[src/rtl/siren_controller.sv]
// rtl/siren_controller.sv - confirms an alarm request and drives an intermittent siren
// Handles operator silence, a maximum sounding time, and a saturating event counter.
module siren_controller #(
  parameter int CONFIRM_CYCLES = 4,
  parameter int HALF_PERIOD    = 2,
  parameter int TIMEOUT_CYCLES = 16
) (
  input  logic       clk_2,
  input  logic       reset,
  input  logic       alarm_req,
  input  logic       silence,
  output logic       siren,
  output logic       sounding,
  output logic [1:0] state,
  output logic [7:0] event_count
);

  localparam int CW = $clog2(CONFIRM_CYCLES + 1);
  localparam int PW = $clog2(2 * HALF_PERIOD);
  localparam int DW = $clog2(TIMEOUT_CYCLES + 1);

  typedef enum logic [1:0] {
    IDLE     = 2'd0,
    CONFIRM  = 2'd1,
    SOUNDING = 2'd2,
    HOLDOFF  = 2'd3
  } state_t;

  state_t          st;
  logic [CW-1:0]   confirm_cnt;
  logic [PW-1:0]   phase;
  logic [PW-1:0]   phase_nxt;
  logic [DW-1:0]   dur;
  logic            go_sound;

  assign state = st;

  // The request is confirmed on the edge where the run of high samples reaches CONFIRM_CYCLES.
  assign go_sound = alarm_req &&
                    (((st == IDLE) && (CONFIRM_CYCLES == 1)) ||
                     ((st == CONFIRM) && (confirm_cnt == CW'(CONFIRM_CYCLES - 1))));

  assign phase_nxt = (phase == PW'(2 * HALF_PERIOD - 1)) ? '0 : phase + 1'b1;

  always_ff @(posedge clk_2 or posedge reset) begin
    if (reset) begin
      st          <= IDLE;
      siren       <= 1'b0;
      sounding    <= 1'b0;
      event_count <= '0;
      confirm_cnt <= '0;
      phase       <= '0;
      dur         <= '0;
    end else if (go_sound) begin
      st          <= SOUNDING;
      siren       <= 1'b1;
      sounding    <= 1'b1;
      confirm_cnt <= '0;
      phase       <= '0;
      dur         <= '0;
      if (event_count != 8'hFF) event_count <= event_count + 8'd1;
    end else begin
      case (st)
        IDLE: begin
          siren    <= 1'b0;
          sounding <= 1'b0;
          if (alarm_req) begin
            st          <= CONFIRM;
            confirm_cnt <= CW'(1);
          end
        end
        CONFIRM: begin
          if (alarm_req) begin
            confirm_cnt <= confirm_cnt + 1'b1;
          end else begin
            st          <= IDLE;
            confirm_cnt <= '0;
          end
        end
        SOUNDING: begin
          // Silence outranks a dropped request, which outranks the timeout.
          if (silence || !alarm_req || (dur == DW'(TIMEOUT_CYCLES - 1))) begin
            st       <= (silence || alarm_req) ? HOLDOFF : IDLE;
            siren    <= 1'b0;
            sounding <= 1'b0;
            phase    <= '0;
            dur      <= '0;
          end else begin
            dur   <= dur + 1'b1;
            phase <= phase_nxt;
            siren <= (phase_nxt < PW'(HALF_PERIOD));
          end
        end
        HOLDOFF: begin
          siren    <= 1'b0;
          sounding <= 1'b0;
          if (!alarm_req) st <= IDLE;
        end
        default: st <= IDLE;
      endcase
    end
  end

endmodule
[config.mk]
export PLATFORM = sky130hd
export DESIGN_NAME = siren_controller
export DESIGN_NICKNAME = d
export VERILOG_FILES = /design/src/rtl/siren_controller.sv
export SDC_FILE = /design/constraint.sdc
export NUM_CORES = 1
export LEC_CHECK = 0
export ABC_AREA = 0
export BUFFER_PORTS_ARGS = -buffer_cell sky130_fd_sc_hd__buf_2
export CORE_UTILIZATION = 40
export DETAILED_ROUTE_END_ITERATION = 8
export HOLD_SLACK_MARGIN = 0.1
export PLACE_DENSITY_LB_ADDON = 0.3
export SYNTH_ARGS = -nofsm -noshare
export SYNTH_HDL_FRONTEND = slang
export SYNTH_SLANG_ARGS = --single-unit
[constraint.sdc]
create_clock -name clk_2 -period 2.1 [get_ports clk_2]
set_input_delay 0.42 -clock clk_2 [delete_from_list [all_inputs] [get_ports clk_2]]
set_output_delay 0.42 -clock clk_2 [all_outputs]
set_load 0.05 [all_outputs]
==> flow_summary.toml, run 1 <==
[outcome]
outcome = "finished, final reports clean"

[die]
ios = 16
initial_utilization_pct = 43.3
die_h_um = 57.1
rows = 19
die-area_um2 = 3260
die_w_um = 57.1
coreArea_um2 = 2810

[timing]
setup_slack_ps = 161
slew_headroom_pct = 71.4
rsz0062_at_grt = "no"
hold_viol_final = 0
setup_violations = 0
finalCritPeriodShare_pct = 92.3
tightest_slew_ps = 427
slew_viol_final = 0
clock.fmax_mhz = 516
fin_setup_tns_ps = 0
fin_crit_ps = 1940
fin_skew_ps = 13.7

[setup_path]
r2r.worst_path.cells = 7
r2r-start = "dur[0]$_DFFE_PP0P_"
r2r_slack_ps = 160
path_cells = "ha_1 -> and3_1 -> ha_1 -> nor3b_4 -> nand3_4 -> or3_1 -> o21ai_0"
critPathArrivalTime_ps = 2160
endpoint_kind = "register"
required_ps = 2320
cp_common_cell = "ha_1"
max_stage_delay_ps = 420
worst_r2r_endpoint = "dur[3]$_DFFE_PP0P_"
critPathKind = "register to register"
crit_path_start_kind = "register"
path_max_fanout = 8
cp_slowest_cell = "dfrtp_1"

[worst_hold_path]
min_path_type = "primary input to async pin"

[placement]
placed_cells_incl_taps = 166
place_area_um2 = 1320
routabilityCongestion = 0.832
port_buffers = 15
hpwl_um = 1710
pre_cts_ws_ps = 193

[global_routing]
grt_usage_pct = 15.7
antenna_found_initial = 0
grt_pass1_wl_um = 4000
overflow = 0
grt_max_degree = 23
grt_pass1_vias = 927

[pwr]
vdd_drop_max_uv = 620
p_leak_uw = 0.000664
swShare_pct = 43.5
p_sw_uw = 616
internal-power_uw = 801
power_density_nw_per_um2 = 1060
pwr-share-comb_pct = 43.9
pwr-share-clk_pct = 13.3
seqPwrFrac_pct = 42.8

[synth]
synth_cells = 121
avgSynthCellArea_um2 = 10.0
synth.ff_latch_count = 22
syn_nets = 135
yosysTopAreaCell = "dfrtp_1"
synth_top_area_share_pct = 45.4
synthFlopType = "dfrtp_1"
syn-cell-area_um2 = 1210
synth-edff-count = 0
ys_seq_area_share_pct = 45.4
yosys_warnings = 0
synth_cell_types = 35
synth.area.top_cells = "dfrtp_1 (45%), ha_1 (10%), nand3_1 (3.7%), inv_1 (3.1%), nand2_1 (3.1%)"
ys_async_sr_fraction_pct = 100

[routing]
wl_um = 2270
drc = 0
viasPerCell = 5.60
drt-initial-drc-count = 27
postRouteAntennaNets = 0
drtPass1Iterations = 4
wire_per_inst_um = 13.4
num_vias = 946

[clocking]
clk_pin_slew_ps = 120
cts_setup_buffers = 0
root_buffer = "clkbuf_4"
clock_latency_ps = 300
cts_buffers = 3
cts_resized = 0
cts_max_level = 1
postCtsHoldBufs = 0
cts_tree = "yes"
clk_path_buf_depth = 2
cts.sinks = 22

[final_layout]
drive_gt1_share_pct = 18.8
final_cell_count_no_fill = 169
finalNetCount = 154
ff_latch_area_um2 = 551
area_delta_synth_final_pct = 10.5
fill_cells = 279
multi_input_area_um2 = 609
diodes = 0
fin_area_um2 = 1340
final_common_cell = "dfrtp_1"
final_cell_mix = "dfrtp_1 (22), buf_2 (15), inv_1 (10), nand2_1 (10), ha_1 (10)"

[flow_run]
maxCapViolations = 0
per-stage QoR:
| stage | utilization, % | total power [uW] | hold slack [ps] |
|---|---|---|---|
| global route | 47.8 | 1520 | 138 |
| detailed placement | 47.0 | 1240 | 468 |
| finish | 47.8 | 1420 | 132 |
| global placement | 47.0 | 1220 | 463 |
| floorplan | - | 1100 | 409 |
| CTS | 47.8 | 1430 | 133 |
registers in the layout, summed over array words and instances, names as in the netlist:
| name | count |
|---|---|
| dur | 5 |
| sounding | 1 |
| event_count | 8 |
| phase | 2 |
| siren | 1 |
| state | 2 |
| confirm_cnt | 3 |
worst max path at each step:
stage | start | end | slack, ps | depth (start not counted)
4_1_cts | dur[0]$_DFFE_PP0P_ | dur[3]$_DFFE_PP0P_ | 160 | 7
5_1_grt | dur[0]$_DFFE_PP0P_ | dur[3]$_DFFE_PP0P_ | 80 | 7
3_5_place_dp | dur[0]$_DFFE_PP0P_ | dur[3]$_DFFE_PP0P_ | 190 | 7
3_3_place_gp | dur[0]$_DFFE_PP0P_ | dur[3]$_DFFE_PP0P_ | 240 | 7
2_1_floorplan | state[1]$_DFFE_PP0P_ | event_count[1]$_DFFE_PP0P_ | 130 | 6
6_report | dur[0]$_DFFE_PP0P_ | dur[3]$_DFFE_PP0P_ | 160 | 7
final cells by class:
class	count	area share, %
Clock buffer	3	1.68
Inverter	10	2.80
Multi-Input combinational cell	87	45.4
Sequential cell	22	41.0
Tap cell	31	2.89
Timing Repair Buffer	16	6.16
Yosys cell counts (2+ instances only):
master   number
a21oi_1       5
a22o_1        4
a31oi_1       2
and3_1        3
dfrtp_1      22
ha_1         10
inv_1        10
mux2_2        3
mux2i_1       2
nand2_1      10
nand3_1       9
nand4_1       2
nor2_1        9
o21a_1        2
o21ai_0       7
o31ai_1       2
logic make-up (layout without fill, tap and decap cells):
family / after synthesis / in the layout / share of synthesized area [%]
AOI/OAI and AO/OA: 26 / 26 / 14.1
xor gates and xnor gates: 1 / 1 / 0.722
adders and majority gates: 10 / 10 / 10.3
buffers and inverters: 12 / 29 / 4.43
DFF: 22 / 22 / 45.4
muxes: 5 / 5 / 4.43
and+or+nand+nor: 45 / 45 / 20.6
per-layer routing:
layer	global-route usage (%)	vias to the layer above	share of wire [%]
li1	-	472	-
met1	20.9	457	49
met2	24.9	13	47
met3	2.49	4	2.7
met4	7.67	0	1.4
met5	0	-	0
power groups by stage:
stage / clock, uW / combinational (uW) / sequential (uW)
floorplan: 0 / 331 / 765
global placement: 0 / 609 / 611
detailed placement: 0 / 626 / 618
CTS: 197 / 630 / 607
global route: 210 / 691 / 624
finish: 188 / 622 / 606
critical path: cells and delay by family (launching register included):
family | cells | cell delay (ps)
simple gates | 4 | 930
fa+ha+maj | 2 | 430
flops | 1 | 420
compound gates | 1 | 70
(Power assumes the default switching activity.)
==> run 2, diff against run 1 <==
==> constraint.sdc (replaced) <==
create_clock -name clk_2 -period 1.6 [get_ports clk_2]
set_input_delay 0.32 -clock clk_2 [delete_from_list [all_inputs] [get_ports clk_2]]
set_output_delay 0.32 -clock clk_2 [all_outputs]
set_load 0.05 [all_outputs]
==> flow_summary.toml, run 2 (same netlist as run 1, synthesis figures left out) <==
[outcome]
outcome = "complete, but fails checks"
violations = "DRC, setup timing"

[final_layout]
area_delta_synth_final_pct = 34.7
drive_gt1_share_pct = 40.5
largest_reg_flops = 8
top_register = "event_count"
diodes = 0
finalNetCount = 173
reg_top3 = "event_count (8), dur (5), confirm_cnt (3)"
final_cell_mix = "dfrtp_1 (18), buf_4 (18), buf_2 (15)"

[global_routing]
grt_pass1_vias = 971
antenna_found_initial = 0
grt_max_degree = 23
overflow = 0
grt_pass1_wl_um = 4440
grt_usage_pct = 17.6

[routing]
drt-initial-drc-count = 31
drc = 2
wl_um = 2660
wire_per_inst_um = 14.1
drtPass1Iterations = 6
num_vias = 1016
viasPerCell = 5.38
postRouteAntennaNets = 0

[setup_path]
crit_path_start_kind = "register"
critPathArrivalTime_ps = 2050
critPathKind = "register to register"
endpoint_kind = "register"
path_max_fanout = 5
required_ps = 1870

[die]
initial_utilization_pct = 43.3
rows = 19
coreArea_um2 = 2810
die-area_um2 = 3260
ios = 16
die_w_um = 57.1
die_h_um = 57.1

[worst_hold_path]
min_path_type = "primary input to register"

[timing]
finalCritPeriodShare_pct = 112
setup_slack_ps = -184
slew_viol_final = 0
fin_setup_tns_ps = -916
tightest_slew_ps = 351
fin_crit_ps = 1780
rsz0062_at_grt = "yes"
worst_hold_slack_ps = 340
setup_violations = 10
fin_skew_ps = 20.9
clock.fmax_mhz = 561
hold_viol_final = 0
slew_headroom_pct = 76.0

[pwr]
p_leak_uw = 0.000777
power_uw = 2370
vdd_drop_max_uv = 919
power_density_nw_per_um2 = 1450

[placement]
port_buffers = 15
routabilityCongestion = 0.807
hpwl_um = 1860

[clocking]
root_buffer = "clkbuf_4"
cts_max_level = 1
cts_buffers = 3
clk_path_buf_depth = 2
cts.sinks = 22
clock_latency_ps = 320
clk_pin_slew_ps = 150
cts_tree = "yes"

[flow_run]
maxCapViolations = 0
==> run 2: cell types whose count changed in the layout (fill, tap and decap cells not counted), moves of 2 or more <==
cell     change
buf_4       +17
ha_1         -6
dfrtp_1      -4
dfrtp_2      +4
ha_4         +4
o21ai_0      -4
and3_4       +3
and3_1       -2
ha_2         +2
o21ai_1      +2
o21ai_2      +2
==> run 2: critical path, cell delays in order, from the launching register on <==
cell and delay (ps):
dfrtp_1 410, ha_2 200, and3_4 160, ha_4 160, nor3b_4 250, nand3_4 120
or3_1 360, o21ai_1 80
==> run 2: report_power, final <==
| group | switching [uW] | total [uW] | internal [uW] |
|---|---|---|---|
| combinational | 643 | 1120 | 475 |
| sequential | 122 | 814 | 692 |
| clock | 187 | 440 | 253 |
==> run 2: routing by layer <==
metal  routed length (um)  GRT usage, %
met3                   78          2.04
met5                    0             0
met2                 1280          25.9
met4                   19          6.27
met1                 1280          26.6
==> run 2: per-stage QoR <==
step / utilization (%) / setup WS [ps] / cells / cell area, um2
final: 58.3 / -184 / 189 / 1640
after global routing: 58.3 / -257 / 189 / 1640
after CTS: 55.1 / -145 / 185 / 1550
after detailed placement: 52.6 / -160 / 180 / 1480
after global placement: 52.6 / -93.4 / 180 / 1480
after floorplan: - / -101 / 121 / 1270
==> run 2: area by class of cell <==
type / instances / area, um2
Timing Repair Buffer: 35 / 231
Clock inverter: 1 / 30.0
Multi-Input combinational cell: 87 / 719
Tap cell: 31 / 38.8
Fill cell: 249 / 1170
Clock buffer: 3 / 22.5
Sequential cell: 22 / 556
Inverter: 10 / 37.5
==> run 2: final timing paths <==
kind	from	end	slack, ps	depth (start not counted)
setup / recovery	dur[0]$_DFFE_PP0P_	dur[3]$_DFFE_PP0P_	-180	7
hold / removal	alarm_req	confirm_cnt[2]$_DFFE_PP0P_	340	3
setup reg to reg	dur[0]$_DFFE_PP0P_	dur[3]$_DFFE_PP0P_	-180	7
hold reg to reg	sounding$_DFFE_PP0P_	sounding$_DFFE_PP0P_	490	1
max in group asynchronous	reset	state[1]$_DFFE_PP0P_	780	4
min in group asynchronous	reset	event_count[1]$_DFFE_PP0P_	550	4
==> run 2: timing repair <==
item / in CTS / in global routing
setup buffers: 0 / 4
cloned: 0 / 0
pin swaps: 1 / 9
hold endpoints to repair: 22 / 0
hold buffers: 1 / 0
gates resized for setup: 4 / 14
endpoints found under the setup margin: 12 / 16
